==> src/rtl/iq_oct.sv <==
// iq_oct: 8-entry issue-queue slice feeding an 8-way select-tree leaf.
// Entries wait for both source operands via tag-broadcast wakeup, raise a
// request when ready, and on a returned grant push their payload to register
// read and free themselves.
// Optional feature: define IQ_OCT_STALL_CNT_EN to add the 16-bit saturating
// stall_cnt_o counter of dispatch attempts made while the queue is full.
module iq_oct #(
    parameter int TAG_W     = 7,
    parameter int PAYLOAD_W = 32,
    parameter int N_WAKE    = 2
) (
    input  logic                    clk_i,
    input  logic                    rst_i,
    input  logic                    flush_i,
    input  logic                    alloc_valid_i,
    input  logic [TAG_W-1:0]        alloc_src1_tag_i,
    input  logic                    alloc_src1_rdy_i,
    input  logic [TAG_W-1:0]        alloc_src2_tag_i,
    input  logic                    alloc_src2_rdy_i,
    input  logic [TAG_W-1:0]        alloc_dst_tag_i,
    input  logic [PAYLOAD_W-1:0]    alloc_payload_i,
    output logic                    alloc_ready_o,
    input  logic [N_WAKE-1:0]       wake_valid_i,
    input  logic [N_WAKE*TAG_W-1:0] wake_tag_i,
    output logic [7:0]              req_o,
    input  logic [7:0]              grant_i,
    output logic                    issue_valid_o,
    output logic [TAG_W-1:0]        issue_dst_tag_o,
    output logic [PAYLOAD_W-1:0]    issue_payload_o,
    output logic [3:0]              count_o
`ifdef IQ_OCT_STALL_CNT_EN
    ,
    output logic [15:0]             stall_cnt_o
`endif
);

    // Per-entry control state
    logic [7:0] valid;
    logic [7:0] issued;
    logic [7:0] src1_rdy;
    logic [7:0] src2_rdy;

    // Per-entry data state (not reset; qualified by valid)
    logic [TAG_W-1:0]     src1_tag [8];
    logic [TAG_W-1:0]     src2_tag [8];
    logic [TAG_W-1:0]     dst_tag  [8];
    logic [PAYLOAD_W-1:0] payload  [8];

    logic       alloc_fire;
    logic [2:0] alloc_idx;
    logic       alloc_s1_rdy;
    logic       alloc_s2_rdy;
    logic [7:0] honoured;
    logic       grant_fire;
    logic [2:0] grant_idx;
    // Debug flag: more than one honoured grant in a cycle (select tree bug).
    logic       grant_conflict;

    // True when any valid wakeup port broadcasts the given tag.
    function automatic logic wake_hit(input logic [TAG_W-1:0]        tag,
                                      input logic [N_WAKE-1:0]       vld,
                                      input logic [N_WAKE*TAG_W-1:0] tags);
        logic hit;
        hit = 1'b0;
        for (int k = 0; k < N_WAKE; k++) begin
            if (vld[k] && (tags[k*TAG_W +: TAG_W] == tag)) begin
                hit = 1'b1;
            end
        end
        return hit;
    endfunction

    // Index of the lowest set bit; 0 when the vector is empty.
    function automatic logic [2:0] lowest_set(input logic [7:0] vec);
        logic [2:0] idx;
        idx = 3'd0;
        for (int i = 7; i >= 0; i--) begin
            if (vec[i]) begin
                idx = i[2:0];
            end
        end
        return idx;
    endfunction

    // Requests, allocation slot, grant arbitration and occupancy from state.
    always_comb begin
        req_o = '0;
        for (int i = 0; i < 8; i++) begin
            req_o[i] = valid[i] & ~issued[i] & src1_rdy[i] & src2_rdy[i];
        end
        alloc_ready_o  = ~&valid;
        alloc_fire     = alloc_valid_i & alloc_ready_o;
        alloc_idx      = lowest_set(~valid);
        alloc_s1_rdy   = alloc_src1_rdy_i | wake_hit(alloc_src1_tag_i, wake_valid_i, wake_tag_i);
        alloc_s2_rdy   = alloc_src2_rdy_i | wake_hit(alloc_src2_tag_i, wake_valid_i, wake_tag_i);
        honoured       = grant_i & req_o;
        grant_fire     = |honoured;
        grant_idx      = lowest_set(honoured);
        grant_conflict = (honoured & (honoured - 8'd1)) != 8'd0;
        count_o        = 4'd0;
        for (int i = 0; i < 8; i++) begin
            count_o = count_o + {3'd0, valid[i]};
        end
    end

    // Entry control: free on grant, fill on alloc, sticky wakeup of ready bits.
    always_ff @(posedge clk_i) begin
        if (rst_i || flush_i) begin
            valid  <= '0;
            issued <= '0;
        end else begin
            for (int i = 0; i < 8; i++) begin
                if (valid[i] && wake_hit(src1_tag[i], wake_valid_i, wake_tag_i)) begin
                    src1_rdy[i] <= 1'b1;
                end
                if (valid[i] && wake_hit(src2_tag[i], wake_valid_i, wake_tag_i)) begin
                    src2_rdy[i] <= 1'b1;
                end
                // issued is cleared together with valid, so it never holds a request back
                if (grant_fire && (grant_idx == i[2:0])) begin
                    valid[i]  <= 1'b0;
                    issued[i] <= 1'b0;
                end
                if (alloc_fire && (alloc_idx == i[2:0])) begin
                    valid[i]    <= 1'b1;
                    issued[i]   <= 1'b0;
                    src1_rdy[i] <= alloc_s1_rdy;
                    src2_rdy[i] <= alloc_s2_rdy;
                end
            end
        end
    end

    // Entry data capture on allocation.
    always_ff @(posedge clk_i) begin
        if (alloc_fire) begin
            src1_tag[alloc_idx] <= alloc_src1_tag_i;
            src2_tag[alloc_idx] <= alloc_src2_tag_i;
            dst_tag[alloc_idx]  <= alloc_dst_tag_i;
            payload[alloc_idx]  <= alloc_payload_i;
        end
    end

    // Issue register: one-cycle grant-to-issue, holds data when idle.
    always_ff @(posedge clk_i) begin
        if (rst_i) begin
            issue_valid_o   <= 1'b0;
            issue_dst_tag_o <= '0;
            issue_payload_o <= '0;
        end else if (flush_i) begin
            issue_valid_o <= 1'b0;
        end else begin
            issue_valid_o <= grant_fire;
            if (grant_fire) begin
                issue_dst_tag_o <= dst_tag[grant_idx];
                issue_payload_o <= payload[grant_idx];
            end
        end
    end

    // Flags a select tree that returned more than one honoured grant.
    cover property (@(posedge clk_i) disable iff (rst_i) grant_conflict);

`ifdef IQ_OCT_STALL_CNT_EN
    // Saturating count of dispatch attempts rejected because the queue is full.
    always_ff @(posedge clk_i) begin
        if (rst_i) begin
            stall_cnt_o <= 16'd0;
        end else if (alloc_valid_i && !alloc_ready_o && (stall_cnt_o != 16'hFFFF)) begin
            stall_cnt_o <= stall_cnt_o + 16'd1;
        end
    end
`endif

endmodule

==> config.mk <==
export PLATFORM = sky130hd
export DESIGN_NAME = iq_oct
export DESIGN_NICKNAME = d
export VERILOG_FILES = /design/src/rtl/iq_oct.sv
export SDC_FILE = /design/constraint.sdc
export NUM_CORES = 1
export LEC_CHECK = 0
export CORE_ASPECT_RATIO = 1.5
export CORE_MARGIN = 1.5
export CORE_UTILIZATION = 51
export CTS_CLUSTER_DIAMETER = 200
export DETAILED_ROUTE_END_ITERATION = 12
export PLACE_DENSITY_LB_ADDON = 0.25
export REMOVE_ABC_BUFFERS = 1
export SYNTH_ARGS = -nofsm -noshare
export SYNTH_HDL_FRONTEND = slang
export SYNTH_SLANG_ARGS = --single-unit
==> constraint.sdc <==
create_clock -name clk_i -period 12.15 [get_ports clk_i]
set_input_delay 2.43 -clock clk_i [delete_from_list [all_inputs] [get_ports clk_i]]
set_output_delay 2.43 -clock clk_i [all_outputs]
set_load 0.02 [all_outputs]
==> qor.csv <==
metric,value,unit
postRouteAntennaNets,0,
synth_edf_count,440,
wl,52200,um
die_x,169,um
fin_crit_sh,0.540,
syn_inst,1509,
fin_crit,6560,ps
die_h,252,um
synth_area_leaders,"edfxtp_1 63%, xnor2_1 9.0%, dfxtp_1 4.6%",
cts_tree,yes,
timing.setup.tns,0,ps
rsz0062_at_grt,false,
cts_hold_buf,0,
ys_types,51,
critPathRequiredTime,9720,ps
crit_type,flop to primary output,
drc_errors,0,
hold_viol,0,
max_slew_margin,0.176,
num_rows,91,
status,"complete, no violations",
root_buffer,clkbuf_16,
drtIter0Drc,1070,
arrival,4130,ps
yosysTopAreaCellShare,0.627,
synth_commonest_cells,"440 x edfxtp_1, 217 x xnor2_1, 145 x nand2_1, 84 x mux2i_1, 74 x nand4_1",
setup_ws,5590,ps
drv_slew,0,
dp_hpwl,30500,um
syn_avg_cell_area,14.0,um^2
worstMarginPinSlew,1230,ps
crit_path_start_kind,flop,
synth.yosys.warnings,0,
cts.repair.resized,0,
grt.overflow.total,0,
fmax,0.152,GHz
cts-buffers-inserted,46,
grt_max_degree,147,
synth_async_sr_flop_share,0,
track_usage,0.247,
cts.sink_count,488,
path_max_fanout,12,
portBuffers,135,
area_growth,15.5,%
endpoint_kind,primary output,
drv_cap,0,
final_nets,1724,
gp_congestion,0.881,
io-pin-count,136,
dr.pass1.iters,6,
setup_viol,0,
clk_pin_slew,60,ps
grt_pass1_vias,13100,
synth_top_cell_by_area,edfxtp_1,
final_layout_size_suffix_gt1_frac,0.0767,
cts-htree-levels,2,
vias,13000,
die_area,42600,um^2
coreArea,41000,um^2
ys_ff_latch,488,
place_ws,6130,ps
start_util,0.514,
hold_class,flop to flop,
clockBufferDepth,3,
netlist_area,21100,um^2
ys.flop_type,edfxtp_1,
ir_worst_vdd,0.123,mV
leakage,7.70,nW
grt_first_pass_wirelength,77800,um
skew,17.6,ps
antenna_found_initial,2,
power.density,138,nW/um^2
clk_latency,570,ps
yosysSeqAreaShare,0.672,
synth.most_common_cell,edfxtp_1,
routedWlPerCell,23.9,um
vias_per_cell,5.96,
cts_setup_buffers,0,
cells in the final DEF (no fill, tap or decap), types with 3 or more instances in the layout:
cell type | synthesis | final
a211o_1 | 4 | 4
o21ai_0 | 19 | 19
dfxtp_1 | 48 | 48
xnor2_1 | 217 | 217
inv_1 | 20 | 15
a32o_1 | 26 | 26
o2bb2ai_1 | 3 | 3
and3_1 | 9 | 9
nand3_1 | 64 | 64
and4_1 | 7 | 7
fa_1 | 4 | 4
o2111ai_1 | 7 | 7
mux2i_1 | 84 | 84
o22ai_1 | 9 | 9
a21oi_1 | 34 | 33
ha_1 | 4 | 4
nand2_1 | 145 | 145
clkbuf_8 | 0 | 8
clkdlybuf4s50_1 | 0 | 134
o31ai_1 | 3 | 3
nor4_1 | 6 | 6
nand4_1 | 74 | 74
o211ai_1 | 21 | 21
clkinv_2 | 0 | 9
clkbuf_16 | 0 | 46
inv_2 | 0 | 5
edfxtp_1 | 440 | 440
a221o_1 | 10 | 10
nor2_1 | 47 | 45
xor2_1 | 36 | 36
a31oi_1 | 46 | 46
clkbuf_1 | 30 | 14
nor3_1 | 3 | 3
buf_4 | 8 | 33
flip-flops by register name (all words and copies together) (netlist names):
| signal | flops |
|---|---|
| dst_tag | 56 |
| src1_rdy | 8 |
| valid | 8 |
| payload | 256 |
| src2_tag | 56 |
| src2_rdy | 8 |
| issue_valid_o | 1 |
| issue_dst_tag_o | 7 |
| src1_tag | 56 |
| issue_payload_o | 32 |
stage by stage:
stage | hold slack, ps | utilization | total power, mW | area [um^2] | std cells
2_1_floorplan | 508 | - | 1.95 | 20600 | 1416
3_3_place_gp | 449 | 0.559 | 2.05 | 22900 | 2096
3_5_place_dp | 456 | 0.559 | 2.06 | 22900 | 2096
4_1_cts | 470 | 0.594 | 3.39 | 24300 | 2180
5_1_grt | 493 | 0.594 | 3.46 | 24300 | 2181
6_report | 466 | 0.594 | 3.37 | 24300 | 2181
layer usage:
metal | global-route usage | wire, um | share of wire | vias up
li1 | - | - | - | 5896
met1 | 0.296 | 20100 | 0.39 | 6531
met2 | 0.451 | 27700 | 0.53 | 459
met3 | 0.0358 | 2870 | 0.055 | 102
met4 | 0.0842 | 1480 | 0.028 | 2
met5 | 0 | 9 | 0.00017 | -
worst paths after layout:
path / slack (ps) / depth (start not counted) / from / end
hold / removal: 470 / 1 / issue_payload_o[23]$_SDFFE_PP0P_ / issue_payload_o[23]$_SDFFE_PP0P_
hold reg to reg: 470 / 1 / issue_payload_o[23]$_SDFFE_PP0P_ / issue_payload_o[23]$_SDFFE_PP0P_
setup / recovery: 5590 / 10 / valid[0]$_SDFFE_PN0P_ / count_o[2]
setup reg to reg: 8730 / 7 / valid[2]$_SDFFE_PN0P_ / src2_rdy[7]$_SDFFCE_PN1P_
cell type report:
type,instances,area [um^2]
Antenna cell,1,2.50
Clock buffer,68,1310
Clock inverter,16,103
Fill cell,3171,16600
Inverter,20,75.1
Multi-Input combinational cell,908,6420
Sequential cell,488,14200
Tap cell,511,639
Timing Repair Buffer,169,1610
worst max-delay path, stage by stage, from the launching register on:
cell	delay, ps
dfxtp_1	440
fa_1	600
inv_1	60
fa_1	540
fa_1	420
inv_1	60
ha_1	160
inv_1	60
fa_1	440
xnor2_1	170
clkdlybuf4s50_1	620
cell families after synthesis:
kind of cell             share of synthesized area
buffers and inverters                       0.0255
adder cells (fa/ha/maj)                    0.00617
AND/OR/NAND/NOR                             0.0840
flip-flops                                   0.672
AO/OA/AOI/OAI                               0.0664
multiplexers                                0.0404
XOR/XNOR                                     0.105
report_power, final:
part	internal, mW	total [mW]	switching, mW	leakage [nW]
clock network	0.751	1.35	0.596	0.699
logic	0.0681	0.167	0.0987	2.58
registers	1.85	1.85	0.00718	4.42
No activity file was read; power rests on OpenSTA's default activity.
